$ cat src/rtl/mem_port_arbiter.sv
// Shares the single-ported data RAM between the pipeline memory stage (cpu) and the debug/boot loader (dbg).
// cpu has fixed priority; a starvation counter forces one dbg access through, and halt gives dbg exclusive use.
module mem_port_arbiter #(
  parameter int ADDR_W     = 16,
  parameter int DATA_W     = 16,
  parameter int STARVE_MAX = 4
) (
  input  logic              clk,
  input  logic              rst,
  input  logic              halted,
  input  logic              cpu_req,
  input  logic              cpu_we,
  input  logic [ADDR_W-1:0] cpu_addr,
  input  logic [DATA_W-1:0] cpu_wdata,
  output logic              cpu_stall,
  output logic              cpu_rvalid,
  output logic [DATA_W-1:0] cpu_rdata,
  input  logic              dbg_req,
  input  logic              dbg_we,
  input  logic [ADDR_W-1:0] dbg_addr,
  input  logic [DATA_W-1:0] dbg_wdata,
  output logic              dbg_gnt,
  output logic              dbg_rvalid,
  output logic [DATA_W-1:0] dbg_rdata,
  output logic [ADDR_W-1:0] mem_addr,
  output logic [DATA_W-1:0] mem_wdata,
  output logic              mem_we,
  output logic              mem_re,
  input  logic [DATA_W-1:0] mem_rdata
);

  localparam int CNT_W = $clog2(STARVE_MAX + 1);
  localparam logic [CNT_W-1:0] CNT_MAX  = CNT_W'(STARVE_MAX);
  localparam logic [CNT_W-1:0] CNT_LAST = CNT_W'(STARVE_MAX - 1);

  typedef enum logic [1:0] {ST_RUN, ST_FORCE, ST_HALT} state_t;
  typedef enum logic [1:0] {OWN_NONE, OWN_CPU, OWN_DBG} owner_t;

  state_t            state;
  owner_t            rd_owner;
  logic [CNT_W-1:0]  starve_cnt;
  logic              cpu_won;
  logic              dbg_won;
  logic              dbg_lost;
  logic [DATA_W-1:0] cpu_rdata_q;
  logic [DATA_W-1:0] dbg_rdata_q;

  // Grant follows the registered state only, so a late halted never cancels an access already won.
  always_comb begin
    cpu_won = 1'b0;
    dbg_won = 1'b0;
    if (!rst) begin
      unique case (state)
        ST_RUN: begin
          cpu_won = cpu_req;
          dbg_won = dbg_req & ~cpu_req;
        end
        ST_FORCE: begin
          dbg_won = dbg_req;
          cpu_won = cpu_req & ~dbg_req;
        end
        ST_HALT: begin
          dbg_won = dbg_req;
        end
        default: begin
          cpu_won = 1'b0;
          dbg_won = 1'b0;
        end
      endcase
    end
  end

  always_comb begin
    mem_addr  = cpu_addr;
    mem_wdata = cpu_wdata;
    mem_we    = 1'b0;
    mem_re    = 1'b0;
    if (cpu_won) begin
      mem_we = cpu_we;
      mem_re = ~cpu_we;
    end else if (dbg_won) begin
      mem_addr  = dbg_addr;
      mem_wdata = dbg_wdata;
      mem_we    = dbg_we;
      mem_re    = ~dbg_we;
    end
  end

  assign cpu_stall = cpu_req & ~cpu_won;
  assign dbg_gnt   = dbg_won;
  assign dbg_lost  = dbg_req & ~dbg_won;

  always_ff @(posedge clk or posedge rst) begin
    if (rst) begin
      state      <= ST_RUN;
      starve_cnt <= '0;
    end else begin
      if (!dbg_req || dbg_won) begin
        starve_cnt <= '0;
      end else if (state == ST_RUN && starve_cnt != CNT_MAX) begin
        starve_cnt <= starve_cnt + CNT_W'(1);
      end

      if (halted) begin
        state <= ST_HALT;
      end else begin
        unique case (state)
          ST_HALT: begin
            state      <= ST_RUN;
            starve_cnt <= '0;
          end
          ST_RUN: begin
            if (dbg_lost && starve_cnt == CNT_LAST) state <= ST_FORCE;
          end
          ST_FORCE: begin
            if (dbg_won || !dbg_req) begin
              state      <= ST_RUN;
              starve_cnt <= '0;
            end
          end
          default: state <= ST_RUN;
        endcase
      end
    end
  end

  // RAM data arrives the cycle after mem_re; pass it straight through then keep a copy so rdata holds.
  always_ff @(posedge clk or posedge rst) begin
    if (rst) begin
      rd_owner    <= OWN_NONE;
      cpu_rdata_q <= '0;
      dbg_rdata_q <= '0;
    end else begin
      if (mem_re) rd_owner <= cpu_won ? OWN_CPU : OWN_DBG;
      else        rd_owner <= OWN_NONE;
      if (rd_owner == OWN_CPU) cpu_rdata_q <= mem_rdata;
      if (rd_owner == OWN_DBG) dbg_rdata_q <= mem_rdata;
    end
  end

  assign cpu_rvalid = (rd_owner == OWN_CPU);
  assign dbg_rvalid = (rd_owner == OWN_DBG);
  assign cpu_rdata  = cpu_rvalid ? mem_rdata : cpu_rdata_q;
  assign dbg_rdata  = dbg_rvalid ? mem_rdata : dbg_rdata_q;

endmodule

$ cat config.mk
export PLATFORM = sky130hd
export DESIGN_NAME = mem_port_arbiter
export DESIGN_NICKNAME = d
export VERILOG_FILES = /design/src/rtl/mem_port_arbiter.sv
export SDC_FILE = /design/constraint.sdc
export NUM_CORES = 1
export LEC_CHECK = 0
export ABC_AREA = 1
export CAP_MARGIN = 20
export CELL_PAD_IN_SITES_DETAIL_PLACEMENT = 1
export CELL_PAD_IN_SITES_GLOBAL_PLACEMENT = 2
export CORE_MARGIN = 4
export CORE_UTILIZATION = 15
export DETAILED_ROUTE_END_ITERATION = 12
export PLACE_DENSITY = 0.75
export REMOVE_ABC_BUFFERS = 1
export SLEW_MARGIN = 10
export SYNTH_ARGS = -nofsm -noshare
export SYNTH_HDL_FRONTEND = slang
export SYNTH_SLANG_ARGS = --single-unit
$ cat constraint.sdc
create_clock -name clk -period 3.7 [get_ports clk]
set_input_delay 1.11 -clock clk [delete_from_list [all_inputs] [get_ports clk]]
set_output_delay 1.11 -clock clk [all_outputs]
set_load 0.1 [all_outputs]
* Yosys cells after proc, flatten, opt, wreduce, memory -nomap -nowiden *
Index checks and enable logic that the tools add are counted.

storage, ports and cells
  register bits after elaboration = 39
  input port bits = 87
  output and inout port bits = 70
  word-level logic and storage cells = 56

cells by class
  add/subtract/negate cells = 1
  equality and inequality tests = 8
  muxes and demuxes = 25
  bitwise logic cells = 10
  reduce and logical (&&, ||, !) cells = 7

operators with widths
  kind                   count
  $mux W16               6
  $mux W3                4
  $mux W2                5
  $mux W1                6
  $ne A3 B3 Y1 const B   2
  $not A1 Y1             6
  $pmux W3 S2            1
  $and A1 B1 Y1          4
  $eq A2 B1 Y1 const B   2
  $eq A2 B2 Y1 const B   2
  $pmux W1 S2            2
  $pmux W2 S2            1
  $add A3 B1 Y3 const B  1
  $eq A3 B2 Y1 const B   1
  $ne A3 B2 Y1 const B   1
  $logic_and A1 B1 Y1    2
  $logic_not A2 Y1       1
  $reduce_and A2 Y1      1
  $reduce_or A2 Y1       1
  $logic_not A1 Y1       1
  $logic_or A1 B1 Y1     1

* Logic depth before layout (Yosys ltp) *
  depth in word-level cells = 10
  mapped depth = 10
  depth with buffers taken out = 10

* Worst setup path before layout *
OpenSTA, ideal clock, no wires.

  path type = reg2out
  start = register rd_owner[1]
  end = output cpu_rdata[0]
  arrival = 4.351 ns
  data required time = 2.590 ns
  setup slack = -1.761 ns
  stages on the path, launching flop included = 5
  path buffers = 1
  cells stage by stage = dfrtp_1 nor2_1 inv_1 clkbuf_1 o21ai_0

on the way
  longest elaborated chain between the ends = 2

ends and longest elaborated chain
  element                 RTL line  RTL
  from (decl)             40        owner_t rd_owner;
  from (signal assigned)  134       if (mem_re) rd_owner <= cpu_won ? OWN_CPU : OWN_DBG;
  $eq A2 B1 Y1            141       assign cpu_rvalid = (rd_owner == OWN_CPU);
  net cpu_rvalid          16        output logic cpu_rvalid,
  $mux W16                -
  to (decl)               17        output logic [DATA_W-1:0] cpu_rdata,

The timed path passes the listed nets, and every way through them passes these cells.

* Final worst setup path *
  start = input dbg_req
  end = output mem_wdata[9]

on the way
  longest elaborated chain between the ends = 5
  elaborated cells between the ends (all ways) = 9
  those cells by class = 6 x mux; 3 x bitwise

ends and longest elaborated chain
  element                                       RTL line  RTL
  from (decl)                                   18        input logic dbg_req,
  $and A1 B1 Y1 or $not A1 Y1 (tied branches)   56, 60
  $pmux W1 S2 or $and A1 B1 Y1 (tied branches)  53, 60
  $mux W1 or $pmux W1 S2 (tied branches)        52, 53
  $mux W16 or $mux W1 (tied branches)           81, 52
  $mux W16 *                                    78        if (cpu_won) begin
  to (decl)                                     26        output logic [DATA_W-1:0] mem_wdata,

Mark *: on every way between the ends. The rest lies on a longest branch, timed or not.

==> impl_metrics.toml <==
[detailed_routing]
antenna_left = 0
drt_pass1_iterations = 4
drc = 0
wl_met2_mm = 4.750
viasPerCell = 4.009
wirelength_mm = 9.327
drt_iter0_drc = 45
top_layer_used = "met4"
met3_length_mm = 1.172
wl_met1_mm = 3.351
wire_per_inst_um = 14.51
vias = 2578

[worst_setup_path]
crit_path_top_delay_cell = "dlygate4sd2_1"
cp_common_cell = "buf_12"
worstSetupEndpointType = "output port"
worst_ep_arrival_time_ns = 2.44
max_stage_delay_ns = 0.27
r2r_slack_ns = 2.11
cp_num_cells = 8
critical-path-top-delay-family = "buffers and inverters"
crit_start = "dbg_req"
reg2reg_depth = 5
regToRegStartpoint = "state[1]"
cp_num_buf_inv = 4
required_ns = 2.59
cp-endpoint = "mem_wdata[9]"
worstPathMaxFanout = 17
worst_setup_path_start_kind = "input pin"
crit_chain = "dlygate4sd2_1 -> o21bai_2 -> nand3_4 -> buf_12 -> buf_4 -> nand3_1 -> nand2_1 -> buf_12"
timing.rr.end = "starve_cnt[1]"
crit_type = "in2out"

[die]
io_pins = 157
fp.dieW_um = 127.9
die_y_um = 127.9
die_area_um2 = 16360
num_rows = 43
start_util_pct = 15.42
coreArea_um2 = 13990

[power]
p_leak_nw = 2.401
ir_worst_vdd_mv = 0.1713
power_density_nw_per_um2 = 560.6

[synth]
ys_seq_elements = 39
yosys.cell_count.top_type = "nand2_1"
ys_async_sr_fraction_pct = 100.0
yosys.area.top_type = "dfrtp_1"
synth_cell_types = 20
netlist_area_um2 = 2157
synth_area_leaders = "dfrtp_1 (45%), nand2_1 (19%), nand3_1 (8.1%)"
synth_edf_count = 0
synthTopCellsByCount = "nand2_1 (111), dfrtp_1 (39), nand3_1 (35)"
yosysWarnings = 0
seq_area_frac_synth_pct = 45.24
synthDominantCellAreaShare_pct = 45.24
synth_top_flop_cell = "dfrtp_1"
syn_avg_cell_area_um2 = 7.387
syn_inst = 292

[placement]
hpwl_mm = 7.512
globalplace.congestion = 0.7588
placed_cells = 630
io_buffers = 156

[clocking]
cts_tree = "built"
clockBufferDepth = 2
cts_hold_repair.buffers = 0
htreeDepth = 2
cts.sinks = 39
root_buffer = "clkbuf_16"
clkTransAtPathRegs_ns = 0.06
clk_latency_ns = 0.27
cts_buffers = 5

[final_layout]
drive_above_1_share_pct = 29.16
nFillCells = 1615
layout.cells.non_filler = 643
nets = 555
area_delta_synth_final_pct = 132.0
diodes = 0

[timing]
min_period_ns = 3.551
final-max-slew-violation-count = 0
skew_ns = 0.006684
slew_headroom_pct = 55.56
rsz0062_at_grt = "no"
setup_viol_count_final = 0
timing.fmax_mhz = 281.6
worst_pin_slew_ns = 0.6582
finalSetupTns_ns = 0
finalHoldViolations = 0
min_period_over_period_pct = 95.98

[global_routing]
gr-total-overflow = 0
grt_max_degree = 40
grt.total_usage_pct = 10.89
antenna_found_initial = 0
grt_pass1_wl_mm = 14.38
grt_pass1_vias = 2936

[flow_run]
cap_violations = 0

[outcome]
status = "complete, no violations"

[worst_hold_path]
hold_path_class = "reg2reg"
whs_path_depth = 2
-- repair_timing --
item,4_1_cts,5_1_grt
pin swaps,0,4
setup buffers,1,1
resized for setup,7,30
gates cloned,0,3
endpoints found under the setup margin,34,33
-- state kept, by name, summed over array words and instances, names as in the netlist --
name,cells
starve_cnt,3
state,2
dbg_rdata_q,16
rd_owner,2
cpu_rdata_q,16
-- worst min path at each step --
stage	slack [ns]	from	end
after floorplan	0.54	starve_cnt[2]	starve_cnt[2]
after global placement	0.57	starve_cnt[0]	starve_cnt[0]
after detailed placement	0.58	cpu_rdata_q[4]	cpu_rdata_q[4]
after CTS	0.60	cpu_rdata_q[4]	cpu_rdata_q[4]
after global routing	0.62	cpu_rdata_q[9]	cpu_rdata_q[9]
final	0.60	cpu_rdata_q[9]	cpu_rdata_q[9]
-- kinds of logic after synthesis --
family / Yosys count / share of synthesized area [%]
simple gates: 158 / 30.63
xor+xnor: 1 / 0.4061
flops: 39 / 45.24
fa+ha+maj: 6 / 3.480
compound gates: 39 / 9.861
buf+inv: 49 / 10.38
-- per-layer routing --
| metal | global-route usage, % | up-vias |
|---|---|---|
| li1 | - | 1256 |
| met1 | 11.10 | 1196 |
| met2 | 19.75 | 122 |
| met3 | 5.792 | 4 |
| met4 | 2.247 | 0 |
| met5 | 0 | - |
-- layout make-up --
class	instances	area, µm²	share of cell area [%]
repair buffers	178	2494	49.82
multi-input cells	204	1037	20.72
flip-flops and latches	39	975.9	19.50
well taps	180	225.2	4.500
inverters	34	132.6	2.650
clock buffers	5	125.1	2.500
clock inverters	3	15.01	0.3000
-- worst register-to-register path, cell delays in order, from the launching register on --
cell and delay [ns]:
dfrtp_1 0.39, inv_1 0.08, ha_1 0.28, inv_1 0.05, o311ai_0 0.56, nor2_1 0.10
-- cells in the final DEF, fill, tap and decap left out, types with 2 or more instances in the layout --
cell              n
nand2_1          84
clkdlybuf4s50_1  83
buf_12           71
dfrtp_1          39
nand3_1          35
o21ai_0          34
inv_1            32
nand2_2          28
buf_4            17
nor2_1            9
clkbuf_16         7
ha_1              6
clkinv_2          3
buf_8             2
dlymetal6s2s_1    2
-- power by group --
group          switching (W)  internal, W
clock network       0.000163     0.000246
logic                0.00122     0.000631
registers          0.0000276     0.000519
-- per-stage QoR --
stage | setup WS [ns] | hold slack [ns] | cell area [µm²] | total power [W] | utilization (%)
after detailed placement | -0.07283 | 0.5831 | 4691 | 0.002399 | 33.53
after global routing | 0.07167 | 0.6219 | 5005 | 0.002917 | 35.78
after CTS | 0.007780 | 0.5990 | 4853 | 0.002829 | 34.70
after global placement | -0.05505 | 0.5671 | 4691 | 0.002374 | 33.53
final | 0.1489 | 0.5961 | 5005 | 0.002806 | 35.78
after floorplan | -2.187 | 0.5410 | 2063 | 0.001637 | -
(Power assumes the default switching activity.)
